$ cat src/rtl/layer1_drain.sv
// Drain stage behind the layer-1 MAC column.
// Counts kernel steps, snapshots the column with bias, saturation and ReLU, then streams lanes out.
module layer1_drain #(
    parameter int LANES = 10,
    parameter int WIDTH = 16,
    parameter int TAPS  = 9
) (
    input  logic                     clk,
    input  logic                     reset,
    input  logic                     acc_en,
    input  logic [LANES*WIDTH-1:0]   column,
    input  logic [WIDTH-1:0]         bias,
    output logic [WIDTH-1:0]         out_data,
    output logic [3:0]               out_idx,
    output logic                     out_valid,
    input  logic                     out_ready,
    output logic                     busy,
    output logic                     col_done,
    output logic                     overrun
);

    typedef enum logic [1:0] {
        ST_ACCUM,
        ST_WAIT,
        ST_SNAP,
        ST_DRAIN
    } state_t;

    localparam logic [7:0]       TAPS_LAST = 8'(TAPS - 1);
    localparam logic [3:0]       LANE_LAST = 4'(LANES - 1);
    localparam logic [WIDTH-1:0] SAT_MAX   = {1'b0, {(WIDTH-1){1'b1}}};
    localparam logic [WIDTH-1:0] SAT_MIN   = {1'b1, {(WIDTH-1){1'b0}}};

    state_t             state_reg, state_next;
    logic [7:0]         cnt_reg, cnt_next;
    logic [3:0]         ptr_reg, ptr_next;
    logic               col_done_reg, col_done_next;
    logic               overrun_reg, overrun_next;
    logic [WIDTH-1:0]   lane_reg [LANES];
    logic [WIDTH-1:0]   act [LANES];

    // Per-lane bias add in WIDTH+1 bits, clamp to the signed range, then ReLU.
    genvar gi;
    generate
        for (gi = 0; gi < LANES; gi++) begin : g_lane
            logic [WIDTH:0]   sum;
            logic [WIDTH-1:0] sat;

            assign sum = {column[gi*WIDTH+WIDTH-1], column[gi*WIDTH +: WIDTH]}
                       + {bias[WIDTH-1], bias};

            always_comb begin
                sat = sum[WIDTH-1:0];
                if (sum[WIDTH] != sum[WIDTH-1]) begin
                    sat = sum[WIDTH] ? SAT_MIN : SAT_MAX;
                end
            end

            assign act[gi] = sat[WIDTH-1] ? '0 : sat;
        end
    endgenerate

    always_ff @(posedge clk) begin
        if (!reset) begin
            state_reg <= ST_ACCUM;
        end else begin
            state_reg <= state_next;
        end
    end

    always_comb begin
        state_next    = state_reg;
        cnt_next      = cnt_reg;
        ptr_next      = ptr_reg;
        col_done_next = 1'b0;
        overrun_next  = overrun_reg;
        busy          = (state_reg != ST_ACCUM);
        out_valid     = 1'b0;
        out_idx       = '0;
        out_data      = '0;

        case (state_reg)
            ST_ACCUM: begin
                if (acc_en) begin
                    if (cnt_reg == TAPS_LAST) begin
                        cnt_next   = '0;
                        state_next = ST_WAIT;
                    end else begin
                        cnt_next = cnt_reg + 8'd1;
                    end
                end
            end
            // Covers the MAC output register so the final step is visible on column.
            ST_WAIT: begin
                state_next = ST_SNAP;
            end
            ST_SNAP: begin
                ptr_next   = '0;
                state_next = ST_DRAIN;
            end
            ST_DRAIN: begin
                out_valid = 1'b1;
                out_idx   = ptr_reg;
                out_data  = lane_reg[ptr_reg];
                if (out_ready) begin
                    if (ptr_reg == LANE_LAST) begin
                        ptr_next      = '0;
                        col_done_next = 1'b1;
                        state_next    = ST_ACCUM;
                    end else begin
                        ptr_next = ptr_reg + 4'd1;
                    end
                end
            end
            default: begin
                state_next = ST_ACCUM;
            end
        endcase

        // Steps arriving while busy are dropped; only the sticky flag records them.
        if (busy && acc_en) begin
            overrun_next = 1'b1;
        end
    end

    always_ff @(posedge clk) begin
        if (!reset) begin
            cnt_reg      <= '0;
            ptr_reg      <= '0;
            col_done_reg <= 1'b0;
            overrun_reg  <= 1'b0;
            for (int i = 0; i < LANES; i++) begin
                lane_reg[i] <= '0;
            end
        end else begin
            cnt_reg      <= cnt_next;
            ptr_reg      <= ptr_next;
            col_done_reg <= col_done_next;
            overrun_reg  <= overrun_next;
            if (state_reg == ST_SNAP) begin
                for (int i = 0; i < LANES; i++) begin
                    lane_reg[i] <= act[i];
                end
            end
        end
    end

    assign col_done = col_done_reg;
    assign overrun  = overrun_reg;

endmodule

$ cat config.mk
export PLATFORM = sky130hd
export DESIGN_NAME = layer1_drain
export DESIGN_NICKNAME = d
export VERILOG_FILES = /design/src/rtl/layer1_drain.sv
export SDC_FILE = /design/constraint.sdc
export NUM_CORES = 1
export LEC_CHECK = 0
export ABC_AREA = 1
export BUFFER_PORTS_ARGS = -buffer_cell sky130_fd_sc_hd__clkbuf_2
export CAP_MARGIN = 25
export CORE_UTILIZATION = 65
export CTS_BUF_LIST = sky130_fd_sc_hd__clkbuf_4 sky130_fd_sc_hd__clkbuf_8 sky130_fd_sc_hd__clkbuf_16
export CTS_CLUSTER_SIZE = 28
export DETAILED_ROUTE_END_ITERATION = 7
export GPL_TIMING_DRIVEN = 1
export PLACE_DENSITY_LB_ADDON = 0.05
export SYNTH_ARGS = -nofsm -noshare
export SYNTH_HDL_FRONTEND = slang
export SYNTH_SLANG_ARGS = --single-unit
$ cat constraint.sdc
create_clock -name clk -period 5.3 [get_ports clk]
set_clock_uncertainty 0.1 [all_clocks]
set_input_delay 1.06 -clock clk [delete_from_list [all_inputs] [get_ports clk]]
set_output_delay 1.06 -clock clk [all_outputs]
set_load 0.03 [all_outputs]
==> impl_summary.log <==
[metrics] die width: 168.5 um
[metrics] Post-Synthesis Cells: 2634
[metrics] slew at the pin closest to its max-slew limit: 0.9231 ns
[metrics] number of hold violations in the final report: 0
[metrics] tightest slew margin relative to the limit: 38.38%
[metrics] global placer's final weighted congestion: between 0.9 and 1
[metrics] unrepaired setup endpoints after global routing: false
[metrics] HPWL after DPL: 41.57 mm
[metrics] routed wire length: 55.13 mm
[metrics] nature of the critical path endpoint: output pin
[metrics] total number of placement rows: 60
[metrics] leakage power: 10.68 nW
[metrics] switching share of total power: 42.25%
[metrics] crit path cell chain: buf_4 > inv_1 > o211ai_1 > o21ai_0 > a21oi_1 > clkbuf_2
[metrics] top-level port count: between 200 and 250
[metrics] GRT overflow: 0
[metrics] slack of the worst reg-to-reg path: 2.72 ns
[metrics] final count of pins violating max slew: 0
[metrics] critical-path cell with the highest stage delay: sky130_fd_sc_hd__dfxtp_1
[metrics] launch instance of the worst register-to-register path: state_reg[0]$_SDFFE_PN0P_
[metrics] die footprint: about 0.028 mm^2
[metrics] main flop type after synthesis: sky130_fd_sc_hd__edfxtp_1
[metrics] Avg Inst Size Synth: 6.845 um^2
[metrics] height of the die: approximately 170 um
[metrics] fraction of power consumed by the clock network: roughly 22%
[metrics] placed instance area: about 0.019 mm^2
[metrics] maximum number of pins on one net before global-route repair: about 140
[metrics] leading area contributor after synthesis: sky130_fd_sc_hd__edfxtp_1
[metrics] area of the mapped netlist: around 0.018 mm^2
[metrics] capture point of the critical path: out_data[10]
[metrics] count of flip-flops with a built-in enable after synthesis: 150
[metrics] logic depth of the worst setup path including buffers: 6
[metrics] cts hold-fix bufs: 0
[metrics] Reg area: 0.004908 mm^2
[metrics] multi-input combinational cell area: 0.01108 mm^2
[metrics] critical path type: register to output pin
[metrics] setup TNS after final layout: 0 ns
[metrics] number of I/O port buffers: between 200 and 250
[metrics] Final setup viols: 0
[metrics] via-per-instance ratio: 5.770
[metrics] share of flip-flops with an asynchronous set or reset: 0%
[metrics] Net Sw Power: 2.400 mW
[metrics] insertion delay to the later sink of the worst-skew pair: 0.44 ns
[metrics] top-count cell post-synth: sky130_fd_sc_hd__nand2_1
[metrics] area added between synthesis and finish: 9.945%
[metrics] number of storage elements in the synthesis netlist: 170
[metrics] cell types occupying the most area after synthesis: sky130_fd_sc_hd__edfxtp_1 (25%), sky130_fd_sc_hd__nand2_1 (15%), sky130_fd_sc_hd__ha_1 (12%), sky130_fd_sc_hd__inv_1 (9.2%), sky130_fd_sc_hd__a21oi_1 (6.2%)
[metrics] number of max-cap violations: 0
[metrics] initial core utilization: about two thirds
[metrics] origin of the worst min-delay path: overrun$_SDFFE_PN0P_
[metrics] Internal Power: 3.281 mW
[metrics] worst-case clock buffer depth: 2
[metrics] Post-route DRC: 0
[metrics] fraction of final layout cells sized beyond drive strength 1: 10.68%
[metrics] Post-DRT Antenna Nets: 0
[metrics] sinks on the clock net: 170
[metrics] worst voltage drop across the vdd grid: between 200 and 300 uV
[metrics] Max H-tree Level: 4
[metrics] count of instances resized after the clock tree is built: 0
[metrics] Commonest cells post-synth: sky130_fd_sc_hd__nand2_1 (739), sky130_fd_sc_hd__inv_1 (442), sky130_fd_sc_hd__a21oi_1 (224)
[metrics] CP startpoint kind: register
[metrics] share of the clock period used by the worst path after layout: 78.49%
[metrics] time the worst path needs with I/O delays and setup: 4.160 ns
[metrics] total power per unit cell area: roughly 290 mW/mm^2
[metrics] CTS tree: done
[metrics] Worst Reg-to-Reg Cells: 7
[metrics] power share of the combinational group: 43.1%
[metrics] Clock Pin Slew Worst Setup and Hold Paths: 0.07 ns
[metrics] Reg2Reg Capture Point: lane_reg[5][8]$_SDFFCE_PP0P_
[metrics] number of antenna violations at the first check in global routing: 1
[metrics] number of warning messages in the yosys log: 0
[metrics] Hold WC Path Type: register to register
[metrics] number of flip-flops under the largest register name: 150
[metrics] number of buffers created by CTS: 17
[metrics] number of buffers and inverters on the critical path: 3
[metrics] final std cell area, no fill: 0.01982 mm^2
[metrics] fin nets: 3163
[metrics] number of detailed-route iterations in the first pass: 8
[metrics] required time worst endpoint: 4.14 ns
[metrics] Setup Fix Bufs, Post-CTS: 0
[metrics] slowest cell delay on critical path: between 0.5 and 0.6 ns
[metrics] fraction of synthesized cell area taken by the top area cell type: between 20% and 30%
[metrics] routed length per instance: 17.28 um
[metrics] total nets after synthesis: 2991
[metrics] upper clock frequency limit: between 0.2 and 0.25 GHz
[metrics] CTS root buf: sky130_fd_sc_hd__clkbuf_16
[metrics] core area: roughly 0.027 mm^2
[metrics] distinct cell type count after synthesis: 48
[metrics] DR vias: 18410
[metrics] first-pass GRT wire length: around 86 mm
[metrics] share of power burned in registers: 34.8%
[metrics] vias in the first global route: 16880
[metrics] result of the run: completed
[metrics] family with the most delay on the worst path: buffers and inverters
[metrics] portion of the post-synthesis area used by sequential elements: 27.21%
[metrics] Data arrival, critical path: roughly 3 ns
[metrics] DRC violation total after the first TritonRoute iteration: 2136
[metrics] Fill cells: ~2200
[metrics] all-layer global routing usage: between 30% and 40%
[metrics] antenna diode count: 0
[metrics] CP Max Fanout: 30
[cell families (layout without fill, tap and decap cells)]
family | count (synthesis) | in the layout | synth area share [%]
AOI/OAI and AO/OA | 476 | 476 | 15.25
xor gates and xnor gates | 87 | 87 | 4.227
adders and majority gates | 177 | 177 | 12.70
buffers and inverters | 506 | 691 | 11.34
DFF | 170 | 170 | 27.21
muxes | 30 | 30 | 1.666
other | 1 | 1 | 0.02080
and+or+nand+nor | 1187 | 1187 | 27.59
[worst register-to-register path, cell delays in order (launching register included)]
cell and delay, ns:
sky130_fd_sc_hd__dfxtp_1 0.34, sky130_fd_sc_hd__inv_1 0.09, sky130_fd_sc_hd__ha_1 0.22, sky130_fd_sc_hd__nand2_1 0.21, sky130_fd_sc_hd__inv_2 0.49, sky130_fd_sc_hd__buf_4 0.47, sky130_fd_sc_hd__nand2_2 0.27, sky130_fd_sc_hd__a21oi_1 0.21
[power groups by stage]
stage	Combinational, mW	Clock, mW	Sequential, mW
CTS	2.40	1.25	1.97
floorplan	1.80	0	1.90
global placement	2.31	0	1.99
detailed placement	2.37	0	2.00
finish	2.45	1.25	1.98
global route	2.70	1.30	2.00
[how the worst min path moves through the flow]
| stage | end | slack [ns] | cells past startpoint |
|---|---|---|---|
| finish | overrun$_SDFFE_PN0P_ | 0.37 | 2 |
| detailed placement | overrun$_SDFFE_PN0P_ | 0.36 | 2 |
| global route | overrun$_SDFFE_PN0P_ | 0.40 | 2 |
| global placement | cnt_reg[7]$_SDFFE_PN0P_ | 0.35 | 2 |
| floorplan | cnt_reg[7]$_SDFFE_PN0P_ | 0.34 | 2 |
| CTS | overrun$_SDFFE_PN0P_ | 0.38 | 2 |
[through the flow]
step	util (%)	total power [mW]	hold WS [ns]	cells	worst slack, ns
floorplan	-	3.702	0.3390	2634	1.708
global placement	70.91	4.297	0.3482	3158	1.563
detailed placement	70.91	4.364	0.3597	3158	1.533
CTS	73.08	5.622	0.3769	3190	1.210
global route	73.14	6.007	0.4025	3191	0.9810
finish	73.14	5.681	0.3720	3191	1.140
[routing by layer]
metal / vias up / GRT usage (%) / wire [um]
li1: 9001 / - / -
met1: 8346 / 50.59 / 22340
met2: 896 / 63.88 / 24860
met3: 170 / 4.372 / 4656
met4: 0 / 21.42 / 3274
met5: - / 0 / 0
[placed cells by master (no fill, tap or decap), types with 6 or more instances in the layout]
master	netlist	layout
sky130_fd_sc_hd__a21o_1	12	12
sky130_fd_sc_hd__nor2_1	184	184
sky130_fd_sc_hd__dfxtp_1	20	19
sky130_fd_sc_hd__inv_2	6	7
sky130_fd_sc_hd__ha_1	167	167
sky130_fd_sc_hd__fa_1	10	10
sky130_fd_sc_hd__edfxtp_1	150	150
sky130_fd_sc_hd__mux2i_1	30	30
sky130_fd_sc_hd__a21oi_2	11	11
sky130_fd_sc_hd__nor3_1	15	15
sky130_fd_sc_hd__nand2_2	19	19
sky130_fd_sc_hd__o211ai_1	80	80
sky130_fd_sc_hd__nand4_1	32	32
sky130_fd_sc_hd__a21oi_1	224	224
sky130_fd_sc_hd__and2_1	13	13
sky130_fd_sc_hd__clkbuf_16	0	17
sky130_fd_sc_hd__nand3_1	144	144
sky130_fd_sc_hd__xor2_1	52	52
sky130_fd_sc_hd__clkbuf_2	0	202
sky130_fd_sc_hd__inv_1	442	441
sky130_fd_sc_hd__nand2_1	739	739
sky130_fd_sc_hd__buf_4	8	6
sky130_fd_sc_hd__xnor2_1	35	35
sky130_fd_sc_hd__o21ai_0	109	109
sky130_fd_sc_hd__o21bai_1	23	23
[layout make-up]
class | count | share of cell area, %
Multi-Input combinational cell | 1958 | 55.91
Sequential cell | 170 | 24.76
Inverter | 449 | 8.503
Timing Repair Buffer | 210 | 5.504
Tap cell | 372 | 2.348
Clock buffer | 18 | 2.216
Clock inverter | 14 | 0.7575
Power figures use the tool's default switching activity.
